--- src/rtl/mux_select_arbiter.sv ---
// mux_select_arbiter
//   Round-robin arbiter that shares one 4:1 single-bit mux among four
//   requesters. The owner's index drives the mux select lines. A grant
//   lasts at most MAXBURST cycles. It releases earlier on done or when
//   the owner drops its request.
//
// Optional build macro: MUX_ARB_LOCK_EN
//   When defined, this adds a 'lock' input. While lock and req[owner]
//   are both high, the burst limit is suppressed.
//
// Ports:
//   clk       rising-edge clock
//   reset_n   asynchronous active-low reset
//   req[3:0]  one request per requester; req[i] owns mux input i
//   done      owner releases early; ignored when idle
//   lock      (MUX_ARB_LOCK_EN only) holds the grant past MAXBURST
//   address0  mux select LSB (owner index bit 0)
//   address1  mux select MSB (owner index bit 1)
//   grant     one-hot owner, 0000 when idle
//   busy      high while a grant is active
module mux_select_arbiter #(
  parameter int MAXBURST = 4,
  parameter int CNTW     = 3
) (
  input  logic       clk,
  input  logic       reset_n,
  input  logic [3:0] req,
  input  logic       done,
`ifdef MUX_ARB_LOCK_EN
  input  logic       lock,
`endif
  output logic       address0,
  output logic       address1,
  output logic [3:0] grant,
  output logic       busy
);

  localparam logic [0:0]      IDLE = 1'b0;
  localparam logic [0:0]      OWN  = 1'b1;
  localparam logic [CNTW-1:0] LAST = CNTW'(MAXBURST - 1);

  logic [0:0]      state;
  logic [1:0]      ptr;
  logic [CNTW-1:0] cnt;
  logic [1:0]      owner;
  logic            owner_req;
  logic            hit_last;
  logic            lock_hold;
  logic            rel;
  logic [1:0]      base;
  logic [1:0]      win;
  logic            win_vld;

  // The select lines are the only record of the owner index. This is
  // why they hold their value through IDLE.
  assign owner     = {address1, address0};
  assign owner_req = req[owner];
  assign hit_last  = (cnt == LAST);

`ifdef MUX_ARB_LOCK_EN
  assign lock_hold = lock & owner_req;
`else
  assign lock_hold = 1'b0;
`endif

  assign rel = (state == OWN) && (!owner_req || done || (hit_last && !lock_hold));

  // On release the search starts at the rotated pointer on the same edge.
  // This allows a back-to-back grant with no idle cycle.
  assign base = (state == OWN) ? owner + 2'd1 : ptr;

  // First set request at or after 'base'. The loop runs from the highest
  // offset down, so the lowest offset written last wins.
  always_comb begin
    logic [1:0] idx;
    win_vld = 1'b0;
    win     = base;
    idx     = base;
    for (int i = 3; i >= 0; i--) begin
      idx = base + 2'(i);
      if (req[idx]) begin
        win_vld = 1'b1;
        win     = idx;
      end
    end
  end

  always_ff @(posedge clk or negedge reset_n) begin
    if (!reset_n) begin
      state    <= IDLE;
      ptr      <= 2'd0;
      cnt      <= '0;
      grant    <= 4'b0000;
      busy     <= 1'b0;
      address0 <= 1'b0;
      address1 <= 1'b0;
    end else begin
      case (state)
        IDLE: begin
          if (win_vld) begin
            state    <= OWN;
            grant    <= 4'b0001 << win;
            address0 <= win[0];
            address1 <= win[1];
            busy     <= 1'b1;
            cnt      <= '0;
          end
        end
        default: begin
          if (rel) begin
            ptr <= owner + 2'd1;
            if (win_vld) begin
              grant    <= 4'b0001 << win;
              address0 <= win[0];
              address1 <= win[1];
              cnt      <= '0;
            end else begin
              state <= IDLE;
              grant <= 4'b0000;
              busy  <= 1'b0;
            end
          end else if (!(lock_hold && hit_last)) begin
            // When locked, the counter saturates at LAST. Otherwise it
            // never reaches this branch at LAST, because LAST releases.
            cnt <= cnt + CNTW'(1);
          end
        end
      endcase
    end
  end

endmodule
--- config.mk ---
export PLATFORM = sky130hd
export DESIGN_NAME = mux_select_arbiter
export DESIGN_NICKNAME = d
export VERILOG_FILES = /design/src/rtl/mux_select_arbiter.sv
export SDC_FILE = /design/constraint.sdc
export NUM_CORES = 1
export LEC_CHECK = 0
export ABC_AREA = 1
export BUFFER_PORTS_ARGS = -buffer_cell sky130_fd_sc_hd__buf_2
export CORE_MARGIN = 5
export CORE_UTILIZATION = 40
export CTS_CLUSTER_DIAMETER = 200
export DETAILED_ROUTE_END_ITERATION = 16
export PLACE_DENSITY = 0.61
export SLEW_MARGIN = 20
export SYNTH_ARGS = -nofsm -noshare
export SYNTH_HDL_FRONTEND = slang
export SYNTH_SLANG_ARGS = --single-unit
--- constraint.sdc ---
create_clock -name clk -period 1.8 [get_ports clk]
set_input_delay 0.36 -clock clk [delete_from_list [all_inputs] [get_ports clk]]
set_output_delay 0.36 -clock clk [all_outputs]
set_load 0.01 [all_outputs]
==> results.tsv <==
stage	metric	value	unit
status	outcome	finished with violations	
status	failing checks	setup timing	
sta	crit path time final	1.82	ns
logic_synthesis	Mean Syn Cell Area	6.97	sq um
logic_synthesis	post-synthesis sequential area ratio	33.3	%
die	Ports	14	
sta	slew margin rel.	80.5	%
route	Routed WL	2.30	mm
sta	setup ws final	-0.0232	ns
route	DR pass1 iterations	4	
grt	total gr overflow	0	
clock_tree	Clock transition at path regs	0.09	ns
logic_synthesis	post-synthesis mux area share	0	%
route	via count	930	
worst_setup_path	CP required	1.97	ns
route	Post-DRT Antenna Nets	0	
worst_setup_path	crit path kind	flip-flop to flip-flop	
finish	Syn-to-layout area delta	29.9	%
logic_synthesis	Synth Area in Simple Gates	42.9	%
sta	RSZ-0062 raised after global routing	yes	
finish	post-route cell area	1270	sq um
finish	layout cell share with drive strength beyond 1	40.5	%
logic_synthesis	Mapped Cells	140	
grt	first-pass GRT wire length	3.84	mm
worst_setup_path	CP Capture Type	flip-flop	
route	Routed wire per std cell	11.7	um
route	DRT iter0 DRCs	42	
logic_synthesis	synthesized net count	149	
grt	Overall Global Routing Usage	13.8	%
clock_tree	maximum clock insertion buffer count	2	
finish	most common cell after layout, fill and taps aside	nand2_1	
logic_synthesis	synthesized area	976	sq um
grt	vias in the first global route	919	
worst_setup_path	CP startpoint kind	flip-flop	
sta	upper clock frequency limit	549	MHz
finish	ANT cells	0	
finish	Final nets	178	
sta	Final Hold Vio Count	0	
die	initial core utilization	42.9	%
route	vias per cell	4.74	
placement	Placed Cells	188	
sta	Clock Skew	0.00725	ns
clock_tree	Num CTS Buffers	3	
sta	fin crit share	101	%
logic_synthesis	Yosys warning total	0	
clock_tree	Sink Count	13	
sta	Final setup viols	4	
hold_path	class of the worst hold path	primary input to async pin	
clock_tree	Skew-Pair Late Insertion Delay	0.28	ns
die	Die W	59.4	um
placement	port buffer count	13	
logic_synthesis	Synth cell types	25	
die	Core ar.	2280	sq um
grt	initial antenna violation count	0	
run	# Max-Cap Violations	0	
logic_synthesis	adder-cell share of the synthesized area	2.56	%
die	Core Rows	17	
logic_synthesis	XOR/XNOR Fraction of Synth Area	0	%
placement	Final HPWL DP	1.75	mm
logic_synthesis	main combinational cell family by area after synthesis	simple AND/OR/NAND/NOR gates	
die	Die ar.	3530	sq um
worst_setup_path	WP data arrival	1.99	ns
route	# DRC	0	
logic_synthesis	FF+latch count, synth	13	
worst_setup_path	critical path fanouts, max	7	
sta	worst slew pin tran	0.293	ns
finish	most frequent cells in the layout	57 x nand2_1, 13 x buf_2, 11 x inv_1, 11 x dfrtp_1	
clock_tree	Root Buffer	clkbuf_4	
sta	setup TNS	-0.0667	ns
placement	routability cong.	0.892	
finish	fin cells	196	
sta	Hold WS	0.480	ns
logic_synthesis	Compound-Gate Fraction of Synth Area	12.1	%
grt	pin count of the biggest net entering global routing	14	
placement	placed standard-cell area	1120	sq um
clock_tree	CTS tree	yes	
sta	Max Slew Vio Count	0	
clock_tree	Max H-tree Level	1	
die	Die Height	59.4	um
[layout make-up]
type / count / area, sq um
clock buffer: 3 / 22.5
sequential: 13 / 328
timing repair buffer: 26 / 173
clock inverter: 1 / 5.00
fill: 227 / 1010
multi-input combinational: 108 / 638
tap: 28 / 35.0
inverter: 17 / 66.3
[worst max-delay path, stage by stage, from the launching register on]
cell and delay (ns):
dfrtp_2 0.48, o21ai_4 0.19, buf_6 0.15, nand2_2 0.04, nand2_1 0.07, inv_1 0.07
nor2_2 0.14, nand2_2 0.08, nor2_4 0.17, inv_4 0.07, nand2_8 0.08, nor2_4 0.04
nand2_1 0.06, nand2_1 0.06
[synth_stat cells (all sizes together)]
cell type  instances  share of area, %
a21boi             1              0.77
a21oi              6               5.0
a22o               1              0.90
buf                2               2.3
dfrtp             13                33
ha                 2               2.6
inv               17               6.8
nand2             71                31
nand3             10               7.7
nor2               7               3.7
o211ai             1              0.77
o21ai              7               4.0
o22ai              1              0.64
or2                1              0.64
[timing repair]
item | in CTS | in global routing
pin swaps | 5 | 8
setup buffers | 1 | 2
hold buffers | 1 | 0
resized for setup | 9 | 12
setup endpoints to repair | 5 | 10
endpoints found under the hold margin | 13 | 0
[logic make-up (layout without fill, tap and decap cells)]
logic type | Yosys count | in the layout
AND/OR/NAND/NOR | 89 | 89
buffers and inverters | 19 | 47
AO/OA/AOI/OAI | 17 | 17
flip-flops | 13 | 13
adder cells (fa/ha/maj) | 2 | 2
[worst paths after layout]
kind,start,end,slack (ns),depth (start not counted)
worst max-delay path,state,grant[3],-0.02,13
worst min-delay path,reset_n,cnt[0],0.48,2
worst max register to register,state,grant[3],-0.02,13
worst min register to register,grant[2],grant[2],0.48,2
max in group asynchronous,reset_n,address0,1.08,2
min in group clk,grant[2],grant[2],0.48,2
[routing by layer]
layer  routed length (um)  GRT usage [%]  vias to the layer above  share of wire [%]
li1                     -              -                      493                  -
met1                 1060           17.9                      415                 46
met2                 1100           22.2                       18                 48
met3                   99           2.40                        4                4.3
met4                   47           6.15                        0                2.0
met5                    0              0                        -                  0
[metrics by stage]
stage          util, %  worst slack [ns]
2_1_floorplan        -             0.118
3_3_place_gp      49.3           -0.0229
3_5_place_dp      49.3           -0.0477
4_1_cts           52.8           -0.0139
5_1_grt           55.7            -0.131
6_report          55.7           -0.0232
[state kept, by name (all words and copies together) (netlist names)]
signal    count
busy          1
ptr           2
grant         4
address1      1
state         1
address0      1
cnt           3
Power is left out: the tool's default activity adds up to more than one toggle a clock period on the data nets, which glitch-free logic cannot reach.
